==> src/rtl/lsu_pkg.sv <==
// Shared LSU types and sizing used by the store queue and the load queue.
package lsu_pkg;

    localparam int XLEN          = 32;
    localparam int ROB_TAG_WIDTH = 32;
    localparam int STQ_SIZE      = 16;
    localparam int LDQ_SIZE      = 16;

    function automatic int idx_width(input int depth);
        return (depth > 1) ? $clog2(depth) : 1;
    endfunction

    localparam int STQ_IDX_W = idx_width(STQ_SIZE);
    localparam int STQ_CNT_W = $clog2(STQ_SIZE + 1);

    typedef struct packed {
        logic                     valid;
        logic                     address_valid;
        logic                     data_valid;
        logic                     committed;
        logic [XLEN-1:0]          address;
        logic [XLEN-1:0]          data;
        logic [ROB_TAG_WIDTH-1:0] rob_tag;
    } stq_entry_t;

endpackage

==> src/rtl/store_queue_if.sv <==
// Dispatch/AGU/store-data/commit/memory bundle of the store queue, plus its per-entry view.
// STQ_FLUSH_EN adds the flush and flush_rob_tag inputs.
interface store_queue_if;
    import lsu_pkg::*;

    logic                     alloc_stq_entry;
    logic [ROB_TAG_WIDTH-1:0] rob_tag_in;
    logic                     agu_address_valid;
    logic [XLEN-1:0]          agu_address_data;
    logic [ROB_TAG_WIDTH-1:0] agu_address_rob_tag;
    logic                     store_data_valid;
    logic [XLEN-1:0]          store_data;
    logic [ROB_TAG_WIDTH-1:0] store_data_rob_tag;
    logic                     rob_commit;
    logic [ROB_TAG_WIDTH-1:0] rob_commit_tag;
    logic                     mem_ready;
`ifdef STQ_FLUSH_EN
    logic                     flush;
    logic [ROB_TAG_WIDTH-1:0] flush_rob_tag;
`endif

    logic                     mem_write_valid;
    logic [XLEN-1:0]          mem_write_address;
    logic [XLEN-1:0]          mem_write_data;
    logic                     stq_entry_fired;
    logic [STQ_IDX_W-1:0]     stq_entry_fired_index;
    logic [STQ_SIZE-1:0]      store_mask;
    logic [STQ_SIZE-1:0]      stq_valid;
    logic [STQ_SIZE-1:0]      stq_address_valid;
    logic [STQ_SIZE-1:0]      stq_data_valid;
    logic [STQ_SIZE-1:0]      stq_committed;
    logic [XLEN-1:0]          stq_address [STQ_SIZE];
    logic [XLEN-1:0]          stq_data    [STQ_SIZE];
    logic [ROB_TAG_WIDTH-1:0] stq_rob_tag [STQ_SIZE];
    logic [STQ_IDX_W-1:0]     head;
    logic [STQ_IDX_W-1:0]     tail;
    logic                     full;
    logic                     empty;

    modport master (
        output alloc_stq_entry, rob_tag_in, agu_address_valid, agu_address_data,
               agu_address_rob_tag, store_data_valid, store_data, store_data_rob_tag,
               rob_commit, rob_commit_tag, mem_ready,
        input  mem_write_valid, mem_write_address, mem_write_data, stq_entry_fired,
               stq_entry_fired_index, store_mask, stq_valid, stq_address_valid,
               stq_data_valid, stq_committed, stq_address, stq_data, stq_rob_tag,
               head, tail, full, empty
`ifdef STQ_FLUSH_EN
        , output flush, flush_rob_tag
`endif
    );

    modport slave (
        input  alloc_stq_entry, rob_tag_in, agu_address_valid, agu_address_data,
               agu_address_rob_tag, store_data_valid, store_data, store_data_rob_tag,
               rob_commit, rob_commit_tag, mem_ready,
        output mem_write_valid, mem_write_address, mem_write_data, stq_entry_fired,
               stq_entry_fired_index, store_mask, stq_valid, stq_address_valid,
               stq_data_valid, stq_committed, stq_address, stq_data, stq_rob_tag,
               head, tail, full, empty
`ifdef STQ_FLUSH_EN
        , input flush, flush_rob_tag
`endif
    );

endinterface

==> src/rtl/stq_entry.sv <==
// One store-queue slot: allocation, tag-matched address/data capture, commit mark and clear.
module stq_entry
    import lsu_pkg::*;
(
    input  logic                     clk,
    input  logic                     reset,
    input  logic                     alloc_en,
    input  logic [ROB_TAG_WIDTH-1:0] alloc_tag,
    input  logic                     agu_valid,
    input  logic [XLEN-1:0]          agu_address,
    input  logic [ROB_TAG_WIDTH-1:0] agu_tag,
    input  logic                     sd_valid,
    input  logic [XLEN-1:0]          sd_data,
    input  logic [ROB_TAG_WIDTH-1:0] sd_tag,
    input  logic                     commit_valid,
    input  logic [ROB_TAG_WIDTH-1:0] commit_tag,
    input  logic                     clear,
    output stq_entry_t               entry
);

    stq_entry_t entry_q;
    stq_entry_t entry_d;

    // Allocation wins over broadcasts, so a capture aimed at a tag being allocated this edge is lost.
    always_comb begin
        entry_d = entry_q;
        if (clear) begin
            entry_d = '0;
        end else if (alloc_en) begin
            entry_d         = '0;
            entry_d.valid   = 1'b1;
            entry_d.rob_tag = alloc_tag;
        end else if (entry_q.valid) begin
            if (agu_valid && (agu_tag == entry_q.rob_tag)) begin
                entry_d.address       = agu_address;
                entry_d.address_valid = 1'b1;
            end
            if (sd_valid && (sd_tag == entry_q.rob_tag)) begin
                entry_d.data       = sd_data;
                entry_d.data_valid = 1'b1;
            end
            if (commit_valid && (commit_tag == entry_q.rob_tag)) begin
                entry_d.committed = 1'b1;
            end
        end
    end

    always_ff @(posedge clk or negedge reset) begin
        if (!reset) begin
            entry_q <= '0;
        end else begin
            entry_q <= entry_d;
        end
    end

    assign entry = entry_q;

endmodule

==> src/rtl/store_queue.sv <==
// In-order store queue: head/tail pointers, occupancy count, in-order drain to memory and store_mask.
// Build with STQ_FLUSH_EN to add the flush that discards all uncommitted entries.
module store_queue
    import lsu_pkg::*;
(
    input  logic          clk,
    input  logic          reset,
    store_queue_if.slave  sq
);

    stq_entry_t           entries [STQ_SIZE];
    stq_entry_t           head_entry;
    logic [STQ_IDX_W-1:0] head_q, head_d;
    logic [STQ_IDX_W-1:0] tail_q, tail_d;
    logic [STQ_CNT_W-1:0] count_q, count_d;
    logic [STQ_CNT_W-1:0] committed_cnt;
    logic                 full;
    logic                 empty;
    logic                 alloc_ok;
    logic                 fire;
    logic                 flush_now;
    logic [STQ_SIZE-1:0]  valid_vec;
    logic [STQ_SIZE-1:0]  committed_vec;
    logic [STQ_SIZE-1:0]  fire_vec;
    logic [STQ_SIZE-1:0]  clear_vec;

`ifdef STQ_FLUSH_EN
    logic unused_flush_tag;
    assign flush_now        = sq.flush;
    assign unused_flush_tag = ^sq.flush_rob_tag;
`else
    assign flush_now = 1'b0;
`endif

    assign full       = (count_q == STQ_CNT_W'(STQ_SIZE));
    assign empty      = (count_q == '0);
    assign alloc_ok   = sq.alloc_stq_entry && !full && !flush_now;
    assign head_entry = entries[head_q];
    assign fire       = head_entry.valid && head_entry.committed &&
                        head_entry.address_valid && head_entry.data_valid && sq.mem_ready;

    always_comb begin
        fire_vec         = '0;
        fire_vec[head_q] = fire;
    end

    assign clear_vec = fire_vec | (flush_now ? (valid_vec & ~committed_vec) : '0);

    generate
        for (genvar gi = 0; gi < STQ_SIZE; gi++) begin : g_slot
            stq_entry u_entry (
                .clk          (clk),
                .reset        (reset),
                .alloc_en     (alloc_ok && (tail_q == STQ_IDX_W'(gi))),
                .alloc_tag    (sq.rob_tag_in),
                .agu_valid    (sq.agu_address_valid),
                .agu_address  (sq.agu_address_data),
                .agu_tag      (sq.agu_address_rob_tag),
                .sd_valid     (sq.store_data_valid),
                .sd_data      (sq.store_data),
                .sd_tag       (sq.store_data_rob_tag),
                .commit_valid (sq.rob_commit),
                .commit_tag   (sq.rob_commit_tag),
                .clear        (clear_vec[gi]),
                .entry        (entries[gi])
            );

            assign valid_vec[gi]            = entries[gi].valid;
            assign committed_vec[gi]        = entries[gi].committed;
            assign sq.stq_address_valid[gi] = entries[gi].address_valid;
            assign sq.stq_data_valid[gi]    = entries[gi].data_valid;
            assign sq.stq_address[gi]       = entries[gi].address;
            assign sq.stq_data[gi]          = entries[gi].data;
            assign sq.stq_rob_tag[gi]       = entries[gi].rob_tag;
        end
    endgenerate

    // Commits happen in program order, so committed entries form a contiguous run from head.
    always_comb begin
        committed_cnt = '0;
        for (int i = 0; i < STQ_SIZE; i++) begin
            committed_cnt = committed_cnt + STQ_CNT_W'(committed_vec[i]);
        end
    end

    always_comb begin
        head_d  = head_q + STQ_IDX_W'(fire);
        tail_d  = tail_q + STQ_IDX_W'(alloc_ok);
        count_d = count_q + STQ_CNT_W'(alloc_ok) - STQ_CNT_W'(fire);
        if (flush_now) begin
            tail_d  = head_q + committed_cnt[STQ_IDX_W-1:0];
            count_d = committed_cnt - STQ_CNT_W'(fire);
        end
    end

    always_ff @(posedge clk or negedge reset) begin
        if (!reset) begin
            head_q  <= '0;
            tail_q  <= '0;
            count_q <= '0;
        end else begin
            head_q  <= head_d;
            tail_q  <= tail_d;
            count_q <= count_d;
        end
    end

    assign sq.mem_write_valid       = head_entry.valid && head_entry.committed &&
                                      head_entry.address_valid && head_entry.data_valid;
    assign sq.mem_write_address     = head_entry.address;
    assign sq.mem_write_data        = head_entry.data;
    assign sq.stq_entry_fired       = fire;
    assign sq.stq_entry_fired_index = head_q;
    assign sq.store_mask            = valid_vec & ~fire_vec;
    assign sq.stq_valid             = valid_vec;
    assign sq.stq_committed         = committed_vec;
    assign sq.head                  = head_q;
    assign sq.tail                  = tail_q;
    assign sq.full                  = full;
    assign sq.empty                 = empty;

endmodule

==> src/flat_wrapper.sv <==
// flat-port wrapper written by rule: the top's interface ports become plain ports
module store_queue_flat import lsu_pkg::*;
  (clk, reset, sq_alloc_stq_entry, sq_rob_tag_in, sq_agu_address_valid, sq_agu_address_data, sq_agu_address_rob_tag, sq_store_data_valid, sq_store_data, sq_store_data_rob_tag, sq_rob_commit, sq_rob_commit_tag, sq_mem_ready, sq_mem_write_valid, sq_mem_write_address, sq_mem_write_data, sq_stq_entry_fired, sq_stq_entry_fired_index, sq_store_mask, sq_stq_valid, sq_stq_address_valid, sq_stq_data_valid, sq_stq_committed, sq_stq_address, sq_stq_data, sq_stq_rob_tag, sq_head, sq_tail, sq_full, sq_empty);
  store_queue_if sq_i ();
  input  logic clk;
  input  logic reset;
  input wire logic [$bits(sq_i.alloc_stq_entry)-1:0] sq_alloc_stq_entry;
  input wire logic [$bits(sq_i.rob_tag_in)-1:0] sq_rob_tag_in;
  input wire logic [$bits(sq_i.agu_address_valid)-1:0] sq_agu_address_valid;
  input wire logic [$bits(sq_i.agu_address_data)-1:0] sq_agu_address_data;
  input wire logic [$bits(sq_i.agu_address_rob_tag)-1:0] sq_agu_address_rob_tag;
  input wire logic [$bits(sq_i.store_data_valid)-1:0] sq_store_data_valid;
  input wire logic [$bits(sq_i.store_data)-1:0] sq_store_data;
  input wire logic [$bits(sq_i.store_data_rob_tag)-1:0] sq_store_data_rob_tag;
  input wire logic [$bits(sq_i.rob_commit)-1:0] sq_rob_commit;
  input wire logic [$bits(sq_i.rob_commit_tag)-1:0] sq_rob_commit_tag;
  input wire logic [$bits(sq_i.mem_ready)-1:0] sq_mem_ready;
  output wire logic [$bits(sq_i.mem_write_valid)-1:0] sq_mem_write_valid;
  output wire logic [$bits(sq_i.mem_write_address)-1:0] sq_mem_write_address;
  output wire logic [$bits(sq_i.mem_write_data)-1:0] sq_mem_write_data;
  output wire logic [$bits(sq_i.stq_entry_fired)-1:0] sq_stq_entry_fired;
  output wire logic [$bits(sq_i.stq_entry_fired_index)-1:0] sq_stq_entry_fired_index;
  output wire logic [$bits(sq_i.store_mask)-1:0] sq_store_mask;
  output wire logic [$bits(sq_i.stq_valid)-1:0] sq_stq_valid;
  output wire logic [$bits(sq_i.stq_address_valid)-1:0] sq_stq_address_valid;
  output wire logic [$bits(sq_i.stq_data_valid)-1:0] sq_stq_data_valid;
  output wire logic [$bits(sq_i.stq_committed)-1:0] sq_stq_committed;
  output wire logic [$bits(sq_i.stq_address)-1:0] sq_stq_address;
  output wire logic [$bits(sq_i.stq_data)-1:0] sq_stq_data;
  output wire logic [$bits(sq_i.stq_rob_tag)-1:0] sq_stq_rob_tag;
  output wire logic [$bits(sq_i.head)-1:0] sq_head;
  output wire logic [$bits(sq_i.tail)-1:0] sq_tail;
  output wire logic [$bits(sq_i.full)-1:0] sq_full;
  output wire logic [$bits(sq_i.empty)-1:0] sq_empty;
  assign sq_i.alloc_stq_entry = sq_alloc_stq_entry;
  assign sq_i.rob_tag_in = sq_rob_tag_in;
  assign sq_i.agu_address_valid = sq_agu_address_valid;
  assign sq_i.agu_address_data = sq_agu_address_data;
  assign sq_i.agu_address_rob_tag = sq_agu_address_rob_tag;
  assign sq_i.store_data_valid = sq_store_data_valid;
  assign sq_i.store_data = sq_store_data;
  assign sq_i.store_data_rob_tag = sq_store_data_rob_tag;
  assign sq_i.rob_commit = sq_rob_commit;
  assign sq_i.rob_commit_tag = sq_rob_commit_tag;
  assign sq_i.mem_ready = sq_mem_ready;
  assign sq_mem_write_valid = sq_i.mem_write_valid;
  assign sq_mem_write_address = sq_i.mem_write_address;
  assign sq_mem_write_data = sq_i.mem_write_data;
  assign sq_stq_entry_fired = sq_i.stq_entry_fired;
  assign sq_stq_entry_fired_index = sq_i.stq_entry_fired_index;
  assign sq_store_mask = sq_i.store_mask;
  assign sq_stq_valid = sq_i.stq_valid;
  assign sq_stq_address_valid = sq_i.stq_address_valid;
  assign sq_stq_data_valid = sq_i.stq_data_valid;
  assign sq_stq_committed = sq_i.stq_committed;
  assign sq_stq_address = {>>{sq_i.stq_address}};
  assign sq_stq_data = {>>{sq_i.stq_data}};
  assign sq_stq_rob_tag = {>>{sq_i.stq_rob_tag}};
  assign sq_head = sq_i.head;
  assign sq_tail = sq_i.tail;
  assign sq_full = sq_i.full;
  assign sq_empty = sq_i.empty;
  store_queue u_core (.clk(clk), .reset(reset), .sq(sq_i));
endmodule
==> config.mk <==
export PLATFORM = sky130hd
export DESIGN_NAME = store_queue_flat
export DESIGN_NICKNAME = d
export VERILOG_FILES = /design/src/rtl/lsu_pkg.sv /design/src/rtl/store_queue_if.sv /design/src/rtl/stq_entry.sv /design/src/rtl/store_queue.sv /design/src/flat_wrapper.sv
export SDC_FILE = /design/constraint.sdc
export NUM_CORES = 2
export LEC_CHECK = 0
export CAP_MARGIN = 20
export CORE_AREA = 2 2 728 730
export CTS_CLUSTER_SIZE = 14
export DETAILED_ROUTE_END_ITERATION = 8
export DIE_AREA = 0 0 730 732
export PLACE_DENSITY = 0.41
export SETUP_SLACK_MARGIN = 0.2
export SLEW_MARGIN = 10
export SYNTH_ARGS = -nofsm -noshare
export SYNTH_HDL_FRONTEND = slang
export SYNTH_HIERARCHICAL = 1
export SYNTH_SLANG_ARGS = --single-unit
==> constraint.sdc <==
create_clock -name clk -period 6.55 [get_ports clk]
set_clock_uncertainty 0.05 [all_clocks]
set_input_delay 1.6375 -clock clk [delete_from_list [all_inputs] [get_ports clk]]
set_output_delay 1.6375 -clock clk [all_outputs]
set_load 0.1 [all_outputs]
### Word level (Yosys, flattened, before mapping)

Index checks and enable logic that the tools add are counted.
W data, S select, Z words.

* register bits after elaboration: 1613
* input port bits: 199
* output and inout port bits: 1696

* add/sub/neg operators: 4
* magnitude comparators: 3
* eq/ne operators: 64
* muxes and demuxes: 165
* bitwise operators: 4
* reduce and logical (&&, ||, !) cells: 201

Operators with widths (count)
* $mux W67: 32
* $mux W100: 18
* $eq A32 B32 Y1: 48
* $mux W32: 48
* $bmux W100 S4: 1
* $reduce_bool A3 Y1: 64
* $reduce_and A2 Y1: 48
* $logic_and A1 B1 Y1: 70
* $mux W1: 65
* $and A16 B16 Y16: 2
* $eq A4 B4 Y1 const B: 8
* $reduce_bool A2 Y1: 16
* $eq A4 B3 Y1 const B: 4
* $not A16 Y16: 1
* $add A4 B1 Y4: 2
* $eq A4 B2 Y1 const B: 2
* $add A5 B1 Y5: 1
* $eq A5 B5 Y1 const B: 1
* $ge A5 B5 Y1 const B: 1
* $logic_not A5 Y1: 1
* $lt A4 B5 Y1 const B: 1
* $not A4 Y5: 1
* $sub A5 B1 Y5: 1
* $demux W1 S4: 1
* other kinds (4): 4

### Longest topological paths before layout

* depth in word-level cells: 11
* gate-level depth with buffers: 19

### Hierarchy

The synthesis kept the hierarchy.

By module, submodules not included
* stq_entry: times used 16, cells an instance 529, area an instance 5361.4 um2, seq. area each 2502.4 um2
* store_queue: times used 1, cells an instance 590, area an instance 9334.0 um2, seq. area each 325.3 um2

### Least setup slack after synthesis

No wires, ideal clock.

* kind: register -> register
* from: reg u_core.head_q[1] (netlist: u_core/sq.head[1])
* to: reg u_core.count_q[4]
* setup time: 0.125 ns
* arrival: 6.210 ns
* data required time: 6.375 ns
* slack: 0.165 ns
* cell stages (with the launch flop): 17
* clock period less this slack: 6.385 ns
* cells stage by stage: dfrtp_1 buf_6 buf_12 mux2i_1 mux4_2 or3_1 a211oi_1 ha_1 inv_1 ha_1 inv_1 fa_1 inv_1 a21oi_1 nor2_1 nor2_1 xnor2_1

* word-level cells in the longest chain between the ends: 9

Ends and longest elaborated chain
* start, declared: line store_queue.sv:13 `logic [STQ_IDX_W-1:0] head_q, head_d;`
* start signal, assigned: line store_queue.sv:98 `head_q <= '0;`
* start signal, assigned: line store_queue.sv:102 `head_q <= head_d;`
* $not A4 Y5 (not written as such) (*): line store_queue.sv:38 `assign head_entry = entries[head_q];`
* $bmux W100 S4 (*): line store_queue.sv:38
* $mux W100 (not written as such) (*) (2 in a row): line store_queue.sv:38
* $logic_and A1 B1 Y1 (2 in a row): line store_queue.sv:39 `assign fire = head_entry.valid && head_entry.committed &&`
* $logic_and A1 B1 Y1 (*) (2 in a row): line store_queue.sv:40 `head_entry.address_valid && head_entry.data_valid && sq.mem_ready;`
* named net sq_stq_entry_fired: line flat_wrapper.sv:21 `output wire logic [$bits(sq_i.stq_entry_fired)-1:0] sq_stq_entry_fired;`
* $sub A5 B1 Y5 (*): line store_queue.sv:89 `count_d = count_q + STQ_CNT_W'(alloc_ok) - STQ_CNT_W'(fire);`
* named net u_core.count_d[4]: line store_queue.sv:15 `logic [STQ_CNT_W-1:0] count_q, count_d;`
* end signal, assigned: line store_queue.sv:104 `count_q <= count_d;`
* end, declared: line store_queue.sv:15

Mark *: on every way through the listed nets, which the timed path passes. The rest lies on a longest branch. The select of a mux whose other input is x is not followed.
A chain may end at the register's enable or synchronous reset.

### Worst setup path in the final report

* from: reg u_core.head_q[0] (netlist: u_core/sq.head[0])
* to: out sq_mem_write_data[0]

* word-level cells in the longest chain between the ends: 4

Ends and longest elaborated chain
* $not A4 Y5 (not written as such): line store_queue.sv:38
* $bmux W100 S4: line store_queue.sv:38
* $mux W100 (not written as such) (2 in a row): line store_queue.sv:38
* end, declared: line flat_wrapper.sv:20 `output wire logic [$bits(sq_i.mem_write_data)-1:0] sq_mem_write_data;`

No other way between the ends. The select of a mux whose other input is x is not followed.

==> impl_metrics.tcl <==
set metrics [dict create \
    outcome "complete, no violations" \
    hold_buffers 0 \
    numPortBuffers 1894 \
    cts_tree "yes" \
    timing.hold.ws_ns 0.450 \
    period_minus_slack_ns 6.13 \
    start_kind "flop" \
    post-place-cells 17800 \
    synth_area_sq_mm 0.0951 \
    syn_area_per_cell_sq_um 10.5 \
    crit_path_end_kind "primary output" \
    ys_warn_count 6 \
    synth_seq_cells 1613 \
    vdd_drop_max_mv 0.538 \
    drt_iter0_drc 10300 \
    fin_ws_ns 0.422 \
    clk_pin_slew_ns 0.06 \
    path_class "reg2out" \
    finalMaxSlewViolations 0 \
    place.gp.congestion 0.914 \
    ctsHtreeMaxLevel 4 \
    critPathBufInv 3 \
    synth.distinct_cells 46 \
    cts_made_buffers 216 \
    clockPowerShare_pct 22.4 \
    synth.area.top_cells "dfrtp_1, mux2i_1, xor2_1, nand2_1, mux4_2" \
    cts_sinks 1613 \
    layout-drive-gt1-share_pct 14.7 \
    chipWidth_um 730 \
    synthesis.nets 9264 \
    io_pins 1895 \
    p_comb_share_pct 48.0 \
    crit_chain "buf_12, buf_4, mux4_2, mux4_2, clkdlybuf4s50_1" \
    finalWirelength_um 752000 \
    power_density_mw_per_mm2 429 \
    fill_cells 56100 \
    cp_max_fo 22 \
    yosysTopAreaCell "dfrtp_1" \
    route.vias.total 87300 \
    rows 267 \
    die_h_um 732 \
    layoutNonFillerInstCount 18200 \
    dp_hpwl_um 556000 \
    total_power_mw 56.1 \
    cts_max_path_buffers 4 \
    grt_first_pass_wirelength_um 951000 \
    max_freq_mhz 163 \
    rsz0062_at_grt "false" \
    start_util_pct 18.1 \
    met1_usage_pct 32.3 \
    finalHoldViolations 0 \
    core_area_sq_mm 0.527 \
    async_flop_share_pct 100 \
    drt_pass1_iterations 6 \
    clock_latency_ns 0.96 \
    r2r_start "u_core/sq.head[0]$_DFF_PN0_" \
    max_slew_margin_pct 12.9 \
    tightest_slew_ns 1.31 \
    ant_nets 0 \
    grt_max_degree 149 \
    crit_start "u_core/sq.head[0]$_DFF_PN0_" \
    worstPathRequired_ns 4.86 \
    cp.arrival_ns 4.44 \
    postSynthCellCount 9054 \
    min-delay-start "u_core/g_slot[14].u_entry/entry[99]$_DFFE_PN0N_" \
    global_route.overflow_total 0 \
    finalSetupViolations 0 \
    grt_pass1_vias 83200 \
    p_seq_share_pct 29.6 \
    path_delay_family "buffers and inverters" \
    cpMaxStageDelayCell "clkdlybuf4s50_1" \
    grt.busiest_layer "met2" \
    power.leakage_nw 53.9 \
    slowest_delay_ns 0.98 \
    path_common_cell "mux4_2" \
    via_per_inst 4.79 \
    grtUsageTotal_pct 27.1 \
    design.die.area_sq_mm 0.534 \
    grt_antenna_before_repair 54 \
    hold_path_class "reg2reg" \
    intPower_mw 25.6 \
    yosysSeqAreaShare_pct 42.4 \
    nNetsFinal 11200 \
    fin_crit_sh_pct 93.6 \
    switchingPower_mw 30.5 \
    ys.flop_type "dfrtp_1" \
    drc_errors 0 \
    max_cap_viol_count 0 \
    cts-root-buf "clkbuf_16" \
    pre_cts_ws_ns 0.942 \
    swShare_pct 54.4 \
    met3_usage_pct 8.46 \
    fin_setup_tns_ns 0 \
    syn_to_final_growth_pct 37.6 \
    avgRoutedWirePerCell_um 41.3 \
    synth_edf_count 0 \
    grt_use_met2_pct 42.2 \
    synth_top_area_share_pct 42.4 \
]
stage by stage:
stage          area (sq um)  utilization (%)
2_1_floorplan         95100                -
3_3_place_gp         123000             23.3
3_5_place_dp         123000             23.4
4_1_cts              130000             24.8
5_1_grt              131000             24.8
6_report             131000             24.8
final cells by class:
class | instances | area (sq um) | share of cell area, %
clock inverters | 76 | 971 | 0.742
multi-input cells | 6854 | 52100 | 39.8
diodes | 25 | 62.6 | 0.0478
well taps | 6994 | 8750 | 6.69
flip-flops and latches | 1613 | 40400 | 30.9
clock buffers | 311 | 6330 | 4.83
inverters | 43 | 161 | 0.123
repair buffers | 2292 | 22100 | 16.9
placed cells by master (no fill, tap or decap), types with 121 or more instances in the layout:
cell	instances
buf_4	541
xor2_1	1011
clkbuf_16	219
buf_2	155
nand2_1	2180
mux4_2	330
dfrtp_1	1609
mux2i_1	1544
buf_12	121
nor2_1	548
xnor2_1	501
nor4_1	224
nand4_1	128
clkdlybuf4s50_1	1467
tightest hold or removal path, stage by stage (launching register included):
cell and delay (ns):
dfrtp_1 0.34, nor2_1 0.04, nor2_1 0.07
path summary, 6_finish.rpt:
| kind | slack (ns) | cells past startpoint | end |
|---|---|---|---|
| max in group asynchronous | 4.12 | 3 | u_core/g_slot[3].u_entry/entry[2]$_DFFE_PN0N_ |
| max | 0.42 | 5 | sq_mem_write_data[0] |
| min | 0.45 | 2 | u_core/g_slot[14].u_entry/entry[99]$_DFFE_PN0N_ |
| max reg2reg | 1.19 | 14 | u_core/g_slot[15].u_entry/entry[58]$_DFFE_PN0P_ |
| min in group asynchronous | 0.57 | 1 | u_core/g_slot[8].u_entry/entry[3]$_DFFE_PN0N_ |
| min reg2reg | 0.45 | 2 | u_core/g_slot[14].u_entry/entry[99]$_DFFE_PN0N_ |
power groups by stage:
| stage | Clock [mW] | Sequential [mW] | Combinational (mW) |
|---|---|---|---|
| global route | 13.2 | 16.6 | 27.7 |
| detailed placement | 0 | 16.7 | 26.5 |
| CTS | 12.8 | 16.5 | 26.6 |
| floorplan | 0 | 25.3 | 6.86 |
| global placement | 0 | 16.7 | 26.3 |
| finish | 12.6 | 16.6 | 26.9 |
state kept, by name, summed over array words and instances, names as in the netlist:
register and count:
u_core/count_q 5, u_core/g_slot.u_entry/entry 1600, u_core/sq.head 4, u_core/sq.tail 4
metal layers:
metal	vias up	routed length, um
met2	5380	335000
met5	-	96
met4	14	56100
li1	34900	-
met1	45600	290000
met3	1423	71600
cells in the mapped netlist, drive strengths merged, types with 2 or more instances:
library cell and n:
mux2i 1544, nand4 128, mux2 4, o21ai 32, o21a 32, dfrtp 1613, ha 10, xnor2 501
nor3 54, nor4 272, nor2 577, clkbuf 332, nand2 2181, nand3b 5, xor2 1011, or3 4
or3b 2, mux4 330, o22ai 2, nand3 58, nor2b 3, clkinv 16, a22oi 2, and2b 2
a211oi 3, buf 212, o41a 16, a211o 32, inv 27, or4 32, a2111oi 2, a21oi 3
nand2b 6
timing repair:
action | in CTS | in global routing
endpoints found under the setup margin | 1 | 0
gates resized for setup | 1 | 0
setup buffers | 0 | 0
kinds of logic (layout without fill, tap and decap cells):
family,count (synthesis),count (layout),share of synthesized area [%]
flops,1613,1613,42.4
mux,1878,1878,24.1
other cells,0,25,0
simple gates,3327,3327,15.2
fa+ha+maj,11,11,0.153
compound gates,126,126,1.01
buf+inv,587,2722,3.19
xor+xnor,1512,1512,13.9
No activity file was read; power rests on OpenSTA's default activity.
